`config.mk`:
```
export PLATFORM = sky130hd
export DESIGN_NAME = liteeth_sram_fifo_ctrl
export DESIGN_NICKNAME = d
export VERILOG_FILES = /design/src/rtl/liteeth_sram_fifo_pkg.sv /design/src/rtl/liteeth_sram_fifo_outbuf.sv /design/src/rtl/liteeth_sram_fifo_ctrl.sv
export SDC_FILE = /design/constraint.sdc
export NUM_CORES = 1
export LEC_CHECK = 0
export CAP_MARGIN = 15
export CORE_MARGIN = 3
export CORE_UTILIZATION = 35
export DETAILED_ROUTE_END_ITERATION = 16
export GPL_ROUTABILITY_DRIVEN = 0
export HOLD_SLACK_MARGIN = 0.03
export MAX_ROUTING_LAYER = met4
export PLACE_DENSITY = 0.69
export SLEW_MARGIN = 20
export SYNTH_ARGS = -nofsm -noshare
export SYNTH_HDL_FRONTEND = slang
export SYNTH_SLANG_ARGS = --single-unit
```
`constraint.sdc`:
```
create_clock -name clk -period 4.8 [get_ports clk]
set_input_delay 1.44 -clock clk [delete_from_list [all_inputs] [get_ports clk]]
set_output_delay 1.44 -clock clk [all_outputs]
set_load 0.01 [all_outputs]
```
`src/rtl/liteeth_sram_fifo_pkg.sv`:
```
// rtl/liteeth_sram_fifo_pkg.sv - shared sizes and types for the SRAM-backed streaming FIFO
package liteeth_sram_fifo_pkg;
    localparam int BITS       = 64;
    localparam int WORD_DEPTH = 1024;
    localparam int ADDR_WIDTH = 10;

    typedef logic [ADDR_WIDTH-1:0] ptr_t;
    typedef logic [ADDR_WIDTH:0]   cnt_t;
    typedef logic [BITS-1:0]       word_t;

    localparam cnt_t DEPTH_CNT = cnt_t'(WORD_DEPTH);
endpackage

```
`src/rtl/liteeth_sram_fifo_outbuf.sv`:
```
// rtl/liteeth_sram_fifo_outbuf.sv - 2-entry prefetch buffer absorbing the SRAM read latency
module liteeth_sram_fifo_outbuf
    import liteeth_sram_fifo_pkg::*;
(
    input  logic            clk,
    input  logic            rst_n,
    input  logic            clr,
    input  logic            push_vld,
    input  logic [BITS-1:0] push_data,
    input  logic            pop,
    output logic [1:0]      cnt,
    output logic            head_vld,
    output logic [BITS-1:0] head_data
);
    word_t slot0;
    word_t slot1;

    always_ff @(posedge clk or negedge rst_n) begin
        if (!rst_n) begin
            cnt   <= 2'd0;
            slot0 <= '0;
            slot1 <= '0;
        end else if (clr) begin
            cnt <= 2'd0;
        end else begin
            // Pop is applied before the push so arrival order is preserved.
            case ({pop, push_vld})
                2'b01: begin
                    if (cnt == 2'd0) slot0 <= push_data;
                    else             slot1 <= push_data;
                    cnt <= cnt + 2'd1;
                end
                2'b10: begin
                    slot0 <= slot1;
                    cnt   <= cnt - 2'd1;
                end
                2'b11: begin
                    if (cnt == 2'd2) begin
                        slot0 <= slot1;
                        slot1 <= push_data;
                    end else begin
                        slot0 <= push_data;
                    end
                end
                default: ;
            endcase
        end
    end

    assign head_vld  = (cnt != 2'd0);
    assign head_data = slot0;
endmodule

```
`src/rtl/liteeth_sram_fifo_ctrl.sv`:
```
// rtl/liteeth_sram_fifo_ctrl.sv - FWFT FIFO over a 1RW+1R SRAM macro; LITEETH_SRAM_FIFO_LEVEL_EN adds a level port
module liteeth_sram_fifo_ctrl
    import liteeth_sram_fifo_pkg::*;
(
    input  logic                  clk,
    input  logic                  rst_n,
    input  logic                  flush,
    input  logic                  in_valid,
    output logic                  in_ready,
    input  logic [BITS-1:0]       in_data,
    output logic                  out_valid,
    input  logic                  out_ready,
    output logic [BITS-1:0]       out_data,
    output logic                  sram_rw0_ce,
    output logic                  sram_rw0_we,
    output logic [ADDR_WIDTH-1:0] sram_rw0_addr,
    output logic [BITS-1:0]       sram_rw0_wd,
    input  logic [BITS-1:0]       sram_rw0_rd,
    output logic                  sram_r0_ce,
    output logic [ADDR_WIDTH-1:0] sram_r0_addr,
    input  logic [BITS-1:0]       sram_r0_rd
`ifdef LITEETH_SRAM_FIFO_LEVEL_EN
    ,
    output logic [ADDR_WIDTH+1:0] level
`endif
);
    ptr_t       wr_ptr;
    ptr_t       rd_ptr;
    cnt_t       mem_cnt;
    logic       inflight;
    logic [1:0] ob_cnt;
    logic [2:0] ob_occ;
    logic       push;
    logic       pop;
    logic       rd_issue;
    logic       unused_rw0_rd;

    assign unused_rw0_rd = ^sram_rw0_rd;

    assign in_ready = (mem_cnt != DEPTH_CNT) & ~flush;
    assign push     = in_valid & in_ready;
    assign pop      = out_valid & out_ready;

    // Only issue a read if the buffer will have room for it when the data returns.
    assign ob_occ   = {1'b0, ob_cnt} + {2'b00, inflight} - {2'b00, pop};
    assign rd_issue = (mem_cnt != '0) & ~flush & (ob_occ <= 3'd1);

    always_ff @(posedge clk or negedge rst_n) begin
        if (!rst_n) begin
            wr_ptr   <= '0;
            rd_ptr   <= '0;
            mem_cnt  <= '0;
            inflight <= 1'b0;
        end else if (flush) begin
            wr_ptr   <= '0;
            rd_ptr   <= '0;
            mem_cnt  <= '0;
            inflight <= 1'b0;
        end else begin
            if (push)     wr_ptr <= wr_ptr + ptr_t'(1);
            if (rd_issue) rd_ptr <= rd_ptr + ptr_t'(1);
            if (push && !rd_issue)      mem_cnt <= mem_cnt + cnt_t'(1);
            else if (!push && rd_issue) mem_cnt <= mem_cnt - cnt_t'(1);
            inflight <= rd_issue;
        end
    end

    liteeth_sram_fifo_outbuf u_outbuf (
        .clk       (clk),
        .rst_n     (rst_n),
        .clr       (flush),
        .push_vld  (inflight),
        .push_data (sram_r0_rd),
        .pop       (pop),
        .cnt       (ob_cnt),
        .head_vld  (out_valid),
        .head_data (out_data)
    );

    assign sram_rw0_ce   = push;
    assign sram_rw0_we   = push;
    assign sram_rw0_addr = wr_ptr;
    assign sram_rw0_wd   = in_data;
    assign sram_r0_ce    = rd_issue;
    assign sram_r0_addr  = rd_ptr;

`ifdef LITEETH_SRAM_FIFO_LEVEL_EN
    typedef logic [ADDR_WIDTH+1:0] level_t;

    always_ff @(posedge clk or negedge rst_n) begin
        if (!rst_n)     level <= '0;
        else if (flush) level <= '0;
        else            level <= level_t'(mem_cnt) + level_t'(inflight) + level_t'(ob_cnt);
    end
`endif
endmodule

```
== Yosys cells after proc, flatten, opt, wreduce, memory -nomap -nowiden ==
Index checks and enable logic that the tools add are counted.
Widths: inputs -> output; s select.

* Bits in registers: 162
* Bits of input ports: 197
* Logic and storage cells: 61

* Add/sub/neg operators: 8
* Order comparisons: 1
* Eq/ne operators: 8
* Mux-type cells: 16
* Bitwise logic cells: 6
* Reduce and logical (&&, ||, !) cells: 15

{| class="wikitable"
|+ Operators with widths
! kind !! count
|-
| $mux 64 || 4
|-
| $pmux 64 s3 || 1
|-
| $pmux 64 s2 || 1
|-
| $mux 10 || 4
|-
| $mux 11 || 3
|-
| $add 10x1->10 const B || 2
|-
| $add 11x1->11 const B || 1
|-
| $ne 11x11->1 const B || 1
|-
| $reduce_bool 11->1 || 1
|-
| $sub 11x1->11 const B || 1
|-
| $reduce_bool 3->1 || 3
|-
| $reduce_bool 2->1 || 4
|-
| $eq 2x2->1 const B || 3
|-
| $and 1x1->1 || 5
|-
| $ne 2x1->1 const B || 2
|-
| $pmux 2 s2 || 1
|-
| $reduce_and 4->1 || 1
|-
| $add 2x1->3 || 1
|-
| $le 3x1->1 const B || 1
|-
| $reduce_and 3->1 || 1
|-
| $sub 3x1->3 || 1
|-
| $add 2x1->2 const B || 1
|-
| $eq 2x1->1 const B || 1
|-
| $logic_and 1x1->1 || 2
|-
| 7 further kinds || 8
|}

== Longest topological paths before layout ==
Gate-level depths: netlist of run 1.

* Depth after elaboration: 9
* Mapped depth: 17

== Modules after synthesis ==
From an unflattened synthesis of run 1, not the netlist that was laid out.

* Cell total of the unflattened synthesis: 707
* Area total of the unflattened synthesis: 8,056.5 sq um

{| class="wikitable"
|+ By module, submodules not included
! module !! instances !! cells an instance !! area each (sq um)
|-
| liteeth_sram_fifo_outbuf || 1 || 429 || 5,481.5
|-
| liteeth_sram_fifo_ctrl || 1 || 278 || 2,575.0
|}

== Worst setup path after synthesis of run 1 ==
No wires, ideal clock.

* Path kind: input-to-reg
* From: input out_ready
* To: register mem_cnt[10]
* Library setup time: 0.127 ns
* Arrival time: 4.715 ns
* Required time: 4.673 ns
* Path slack: -0.042 ns
* Stages on the path: 15
* Buffers on the path: 0
* Path through: and2_1 > or2_2 > ha_1 > inv_1 > fa_1 > and3_2 > nand2_2 > nand2_1 > fa_1 > a211oi_1 > o211ai_1 > a31o_2 > a21oi_1 > mux2i_1 > nand3_1

* Cells in the longest elaborated chain, start to end: 8
* Elaborated cells between the ends (all ways): 10
* Classes of those cells: add/sub: 1; order compare: 1; mux: 2; bitwise: 2; reduce/logical: 4

{| class="wikitable"
|+ Ends and longest elaborated chain
! item !! RTL line !! source
|-
| start, declared || liteeth_sram_fifo_ctrl.sv:12 || <nowiki>input logic out_ready,</nowiki>
|-
| $and 1x1->1 * || liteeth_sram_fifo_ctrl.sv:42 || <nowiki>assign pop = out_valid & out_ready;</nowiki>
|-
| $sub 3x1->3 * || liteeth_sram_fifo_ctrl.sv:45 || <nowiki>assign ob_occ = {1'b0, ob_cnt} + {2'b00, inflight} - {2'b00, pop};</nowiki>
|-
| $le 3x1->1 * || liteeth_sram_fifo_ctrl.sv:46 || <nowiki>assign rd_issue = (mem_cnt != '0) & ~flush & (ob_occ <= 3'd1);</nowiki>
|-
| $and 1x1->1 * || liteeth_sram_fifo_ctrl.sv:46 ||
|-
| $logic_not 1->1 || liteeth_sram_fifo_ctrl.sv:62 || <nowiki>if (push && !rd_issue) mem_cnt <= mem_cnt + cnt_t'(1);</nowiki>
|-
| $logic_and 1x1->1 || liteeth_sram_fifo_ctrl.sv:62 ||
|-
| $mux 11 || liteeth_sram_fifo_ctrl.sv:62 ||
|-
| $mux 11 || liteeth_sram_fifo_ctrl.sv:54 || <nowiki>end else if (flush) begin</nowiki>
|-
| end signal, assigned || liteeth_sram_fifo_ctrl.sv:62 ||
|-
| end signal, assigned || liteeth_sram_fifo_ctrl.sv:63 || <nowiki>else if (!push && rd_issue) mem_cnt <= mem_cnt - cnt_t'(1);</nowiki>
|-
| end, declared || liteeth_sram_fifo_ctrl.sv:29 || <nowiki>cnt_t mem_cnt;</nowiki>
|}

Every way passes the cells marked *; elsewhere a longest branch is shown, timed or not.
A chain may end at the register's enable or synchronous reset.

== Worst setup path in the final report of run 1 ==
* From: input out_ready
* To: output sram_r0_ce

* Cells in the longest elaborated chain, start to end: 4

{| class="wikitable"
|+ Ends and longest elaborated chain
! item !! RTL line !! source
|-
| $and 1x1->1 || liteeth_sram_fifo_ctrl.sv:42 ||
|-
| $sub 3x1->3 || liteeth_sram_fifo_ctrl.sv:45 ||
|-
| $le 3x1->1 || liteeth_sram_fifo_ctrl.sv:46 ||
|-
| $and 1x1->1 || liteeth_sram_fifo_ctrl.sv:46 ||
|-
| end, declared || liteeth_sram_fifo_ctrl.sv:19 || <nowiki>output logic sram_r0_ce,</nowiki>
|}

Every way passes these cells.

==> results of run 1 <==
flip-flops by register name (all words and copies together), names as in the netlist:
signal / cells
u_outbuf.slot1: 64
u_outbuf.cnt: 2
sram_rw0_addr: 10
u_outbuf.head_data: 64
sram_r0_addr: 10
inflight: 1
mem_cnt: 11
kinds of logic after synthesis:
| kind of cell | Yosys count |
|---|---|
| flops | 162 |
| mux | 133 |
| xor+xnor | 18 |
| fa+ha+maj | 15 |
| simple gates | 150 |
| compound gates | 121 |
| buf+inv | 108 |
how the worst min path moves through the flow:
stage / depth (start not counted) / endpoint / slack [ps] / startpoint
after floorplan: 1 / u_outbuf.slot1[57]$_DFFE_PN0P_ / 480 / u_outbuf.slot1[57]$_DFFE_PN0P_
after global placement: 1 / u_outbuf.slot1[4]$_DFFE_PN0P_ / 490 / u_outbuf.slot1[4]$_DFFE_PN0P_
after detailed placement: 1 / u_outbuf.slot1[36]$_DFFE_PN0P_ / 490 / u_outbuf.slot1[36]$_DFFE_PN0P_
after CTS: 1 / u_outbuf.slot1[24]$_DFFE_PN0P_ / 510 / u_outbuf.slot1[24]$_DFFE_PN0P_
after global routing: 1 / u_outbuf.slot1[7]$_DFFE_PN0P_ / 510 / u_outbuf.slot1[7]$_DFFE_PN0P_
final: 1 / u_outbuf.slot1[3]$_DFFE_PN0P_ / 500 / u_outbuf.slot1[3]$_DFFE_PN0P_
synth_stat cells (all sizes together) (3+ instances only):
| cell | count | area share, % |
|---|---|---|
| or3 | 4 | 0.32 |
| nor4 | 4 | 0.69 |
| buf | 88 | 7.7 |
| nor2 | 85 | 4.0 |
| clkbuf | 12 | 0.57 |
| a21o | 3 | 0.28 |
| inv | 7 | 0.33 |
| o211ai | 5 | 0.54 |
| nand2 | 27 | 1.3 |
| dfrtp | 162 | 51 |
| nor3 | 3 | 0.19 |
| mux2i | 68 | 8.6 |
| nand4 | 6 | 0.63 |
| a21oi | 79 | 5.0 |
| xor2 | 12 | 1.3 |
| o31ai | 9 | 1.4 |
| mux2 | 65 | 9.3 |
| nand3 | 8 | 0.50 |
| ha | 13 | 2.1 |
| and3 | 4 | 0.33 |
| xnor2 | 6 | 0.66 |
| o21ai | 18 | 1.1 |
routing by layer:
layer	GRT usage, %	wire [um]
met5	-	0
met4	3.88	252
met3	5.72	1180
met2	23.6	7960
met1	17.4	7590
critical path: stages:
cell and delay (ps):
dlygate4sd2_1 270, and2_1 150, or2_2 300, ha_1 180
inv_1 60, fa_1 400, and3_4 190, nand2_4 90
inv_2 40, clkbuf_2 120
power by group:
group          switching [uW]  internal [uW]  leakage, uW
registers                 344           1960      0.00195
logic                     979           1260      0.00243
clock network             580            802     0.000284
total                    1900           4020      0.00466
layout by cell type (no fill, tap or decap), types with 2 or more instances in the layout:
master and count:
a21o_1 3, a21oi_1 78, a31o_2 2, and2_1 2, and3_1 3, buf_4 35, bufinv_16 2, clkbuf_16 17
clkbuf_8 2, clkdlybuf4s50_1 154, clkinv_2 2, clkinvlp_4 4, dfrtp_1 162, fa_1 2, ha_1 13, inv_1 6
inv_6 3, mux2_2 64, mux2i_1 68, nand2_1 25, nand2b_1 2, nand3_1 8, nand4_1 4, nand4_2 2
nor2_1 84, nor2b_1 2, nor3_1 3, nor4_1 2, nor4_4 2, o211ai_1 4, o21ai_0 17, o31ai_2 8
or2_2 2, or3_1 4, xnor2_1 6, xor2_1 12
per-stage QoR:
| step | area (um^2) | hold slack [ps] | worst slack [ps] | util, % | TNS, ps |
|---|---|---|---|---|---|
| final | 10100 | 503 | 120 | 46.0 | 0 |
| after global placement | 9510 | 485 | -508 | 43.2 | -1620 |
| after global routing | 10100 | 515 | 8.21 | 46.0 | 0 |
| after detailed placement | 9510 | 491 | -523 | 43.2 | -1690 |
| after CTS | 10100 | 506 | 1.76 | 45.9 | 0 |
| after floorplan | 7940 | 479 | 62.0 | - | 0 |
timing repair:
action,CTS,global route
setup endpoints to repair,2,2
resized for setup,5,3
endpoints found under the hold margin,0,0
cell type report:
class	count	area [um^2]
Fill cell	2049	11900
Sequential cell	162	4050
Multi-Input combinational cell	437	3240
Timing Repair Buffer	193	1850
Clock buffer	19	453
Tap cell	280	350
Clock inverter	13	146
Inverter	8	30.0
==> impl_metrics.ini, run 1 <==
[floorplanning]
initial_core_util_pct = 36.0
die_h_um = 157
die-area_mm2 = 0.0245
core_area_mm2 = 0.0220
rows = 54
fp.dieW_um = 157
boundaryPins = 350

[synth]
syn_avg_cell_area_um2 = 11.2
synth-xor-area-share_pct = 1.99
yosys.cell_types.count = 45
yosys_warnings = 0
synth_seq_cells = 162
synth_fa_ha_area_share_pct = 2.56
synthMuxAreaShare_pct = 17.9
synthSimpleGateAreaFrac_pct = 8.74
synth_compound_area_share_pct = 9.12
ys_seq_area_share_pct = 51.1
synth_nets = 919
synth_top_family_by_area = multiplexers
synthFlopType = dfrtp_1
synth_edf_count = 0
netlist_area_mm2 = 0.00793
async_flop_share_pct = 100
synthCells = 707

[global_routing]
grt-ovfl-total = 0
grt_pass1_vias = 5617
grtUsageTotal_pct = 14.7
grt_start_max_net_pins = 72
antenna_found_initial = 0
grt_pass1_wl_um = 28200

[setup_path]
startpoint = out_ready
crit_path_start_kind = input pin
r2r_end = mem_cnt[9]$_DFFE_PN0P_
rr_startpoint = u_outbuf.cnt[1]$_DFFE_PN0P_
critPathMaxFanout = 4
crit_path_end = sram_r0_ce
crit_arrival_ps = 3240
critical_path_class = input pin to output pin
reg2regPathDepth = 18
required_ps = 3360
cp-end-kind = output pin
r2r_slack_ps = 750

[timing]
relSlewSlack_pct = 54.6
finalHoldViolations = 0
fmax_mhz = 214
drv_slew = 0
rsz0062_at_grt = false
setup-violations-final = 0
skew_ps = 12.5
period_share_pct = 97.5
min_period_ps = 4680
tightest_slew_ps = 680

[final_layout]
drive_above_1_share_pct = 19.4
final_nets = 1031
diodes = 0
layout.cells.non_filler = 1112
area_growth_pct = 27.6

[detailed_routing]
drt-initial-drc-count = 182
ant_nets = 0
wirelength_um = 17000
viasPerCell = 4.84
num_vias = 5380
first_pass_iters = 4
drc = 0
wl_per_cell_um = 15.3

[hold_path]
hold_path.class = register to register

[clocking]
cts_sinks = 162
numCtsBuffers = 17
clock-root-buffer = clkbuf_16
htree_levels = 4
path_clk_slew_ps = 60
tritoncts = yes
cts_max_path_buffers = 2
clkLatencyLatePin_ps = 420
cts.hold.buffers_added = 0
cts_post_setup_buffers_inserted = 0

[placement]
dp.cells = 1080
hpwlAfterDp_um = 11500
io_buffers = 157

[pwr]
power_density_mw_per_mm2 = 585
power_leakage_uw = 0.00466
finalPower_uw = 5920
vdd_drop_max_uv = 295

[outcome]
status = finished clean

[flow_run]
maxCapViolCount = 0
Power figures use the tool's default switching activity.
==> run 2: changes to the inputs <==
==> constraint.sdc (replaced) <==
create_clock -name clk -period 4.8 [get_ports clk]
set_input_delay 0.48 -clock clk [delete_from_list [all_inputs] [get_ports clk]]
set_output_delay 0.48 -clock clk [all_outputs]
set_load 0.01 [all_outputs]
==> run 2 against run 1 <==
Non-clock buffer count decreased by 23. Clock power shrank 4%. Power is 2.2% lower. Worst setup slack better by 360 ps. Register-to-register slack lost 270 ps. Combinational power fell by 4%. Wire length is 1.1% lower. Final cell count is 2.1% lower. Core utilization is 0.97 points lower. Via count decreased by 1.1%. Largest power group unchanged.
==> impl_metrics.ini, run 2 (synthesized netlist as in run 1, its figures left out) <==
[global_routing]
grtUsageTotal_pct = 14.3
grt_pass1_wl_um = 27400
grt-ovfl-total = 0
grt_pass1_vias = 5371
antenna_found_initial = 0
grt_start_max_net_pins = 100

[floorplanning]
core_area_mm2 = 0.0220
boundaryPins = 350
die_h_um = 157
die-area_mm2 = 0.0245
rows = 54
initial_core_util_pct = 36.0
fp.dieW_um = 157

[final_layout]
drive_above_1_share_pct = 16.7
mostFrequentLayoutCells = dfrtp_1, clkdlybuf4s50_1, nor2_1
final_common_cell = dfrtp_1
fill_cells = 2069
fin_util_pct = 45.0
seqCellArea_mm2 = 0.00405
area_growth_pct = 24.9
final_nets = 1008
multi_input_area_mm2 = 0.00322
diodes = 0

[clocking]
tritoncts = yes
cts_max_path_buffers = 2
clock-root-buffer = clkbuf_16
clkLatencyLatePin_ps = 420
path_clk_slew_ps = 70
htree_levels = 4
cts_sinks = 162
cts.hold.buffers_added = 0
numCtsBuffers = 17

[timing]
tns_ps = 0
skew_ps = 11.8
rsz0062_at_grt = false
period_share_pct = 90.1
tightest_slew_ps = 950
setup-violations-final = 0
fmax_mhz = 231
finalHoldViolations = 0
drv_slew = 0
relSlewSlack_pct = 36.5
min_period_ps = 4320

[setup_path]
cp_slowest_cell = fa_1
critical_path.cell_chain = nor2b_2 -> and2_1 -> or2_2 -> ha_1 -> inv_1 -> fa_1 -> xnor2_1 -> and3_2 -> nand2_2 -> nand2_1 -> fa_1 -> a211oi_1 -> o211ai_1 -> a31o_2 -> a21oi_1 -> mux2i_1 -> nand3_1
crit_arrival_ps = 4620
critical_path_class = register to register
cp-end-kind = register
required_ps = 5100
crit_path_max_incr_delay_ps = 480
crit_path_start_kind = register
crit_buf_inv = 1
crit_top_cell = fa_1
critPathMaxFanout = 7
critPathTopFamily = simple AND/OR/NAND/NOR gates

[placement]
hpwlAfterDp_um = 11300
io_buffers = 157

[detailed_routing]
viasPerCell = 4.89
drc = 0
ant_nets = 0
num_vias = 5321
first_pass_iters = 4
drt-initial-drc-count = 167
wirelength_um = 16800
wl_per_cell_um = 15.4

[pwr]
p_switching_uw = 1910
clkPwrFrac_pct = 23.0
vdd_drop_max_uv = 313
p_comb_share_pct = 37.2
p_seq_share_pct = 39.9
power_leakage_uw = 0.00454
sw_frac_of_total_pct = 33.0
power_density_mw_per_mm2 = 585
p_int_uw = 3880

[outcome]
status = finished clean

[flow_run]
maxCapViolCount = 0

[hold_path]
hold_path.class = input pin to async pin
run 2: cell types whose count changed in the layout (fill, tap and decap cells not counted), sizes merged:
cell / change
bufinv: -1
clkbuf: -3
inv: +3
clkinv: +1
clkinvlp: -1
buf: -23
dlygate4sd2: -1
clkdlybuf4s50: +2
run 2: layer usage:
metal / global-route usage (%) / up-vias / routed length [um] / part of all wire [%]
met1: 17.7 / 2584 / 7580 / 45
met5: - / - / 0 / 0
met4: 4.04 / 0 / 303 / 1.8
met3: 6.53 / 33 / 1330 / 7.9
met2: 21.4 / 138 / 7580 / 45
li1: - / 2566 / - / -
run 2: metrics by stage:
stage | setup slack, ps | std cells | hold slack (ps) | power, uW | area [um^2]
detailed placement | 256 | 1057 | 492 | 4510 | 9340
finish | 476 | 1089 | 151 | 5790 | 9910
floorplan | 771 | 707 | 184 | 3600 | 7930
global route | 119 | 1089 | 202 | 6200 | 9910
global placement | 301 | 1057 | 485 | 4450 | 9340
CTS | 353 | 1089 | 195 | 5880 | 9910
run 2: final timing paths:
kind / slack, ps / to / startpoint / cells past startpoint
min reg2reg: 500 / u_outbuf.slot1[16]$_DFFE_PN0P_ / u_outbuf.slot1[16]$_DFFE_PN0P_ / 1
min in group clk: 500 / u_outbuf.slot1[16]$_DFFE_PN0P_ / u_outbuf.slot1[16]$_DFFE_PN0P_ / 1
min: 150 / u_outbuf.slot1[39]$_DFFE_PN0P_ / rst_n / 1
max in group asynchronous: 3630 / u_outbuf.cnt[1]$_DFFE_PN0P_ / rst_n / 2
max: 480 / mem_cnt[10]$_DFFE_PN0P_ / u_outbuf.cnt[1]$_DFFE_PN0P_ / 17
max reg2reg: 480 / mem_cnt[10]$_DFFE_PN0P_ / u_outbuf.cnt[1]$_DFFE_PN0P_ / 17
run 2: layout make-up:
type / instances / area share [%]
clock inverter: 15 / 1.46
inverter: 8 / 0.303
clock buffer: 17 / 4.29
timing repair buffer: 170 / 17.0
tap: 280 / 3.53
sequential: 162 / 40.9
multi-input combinational: 437 / 32.5
run 2: what timing repair did:
item	in CTS	in global routing
endpoints found under the setup margin	0	1
endpoints found under the hold margin	0	0
buffers inserted	0	0
resized for setup	0	1
run 2: power groups by stage:
stage                     combinational (uW)  clock, uW  sequential [uW]
after floorplan                         1190          0             2400
after global placement                  2140          0             2310
after detailed placement                2180          0             2330
after CTS                               2190       1370             2310
after global routing                    2390       1430             2390
final                                   2150       1330             2310
run 2: worst register-to-register path, delay by kind of cell, from the launching register on:
| family | cells | cell delay [ps] |
|---|---|---|
| adder cells (fa/ha/maj) | 3 | 980 |
| XOR/XNOR | 1 | 130 |
| AO/OA/AOI/OAI | 4 | 1010 |
| flip-flops | 1 | 470 |
| AND/OR/NAND/NOR | 7 | 1320 |
| buffers and inverters | 1 | 50 |
| multiplexers | 1 | 240 |
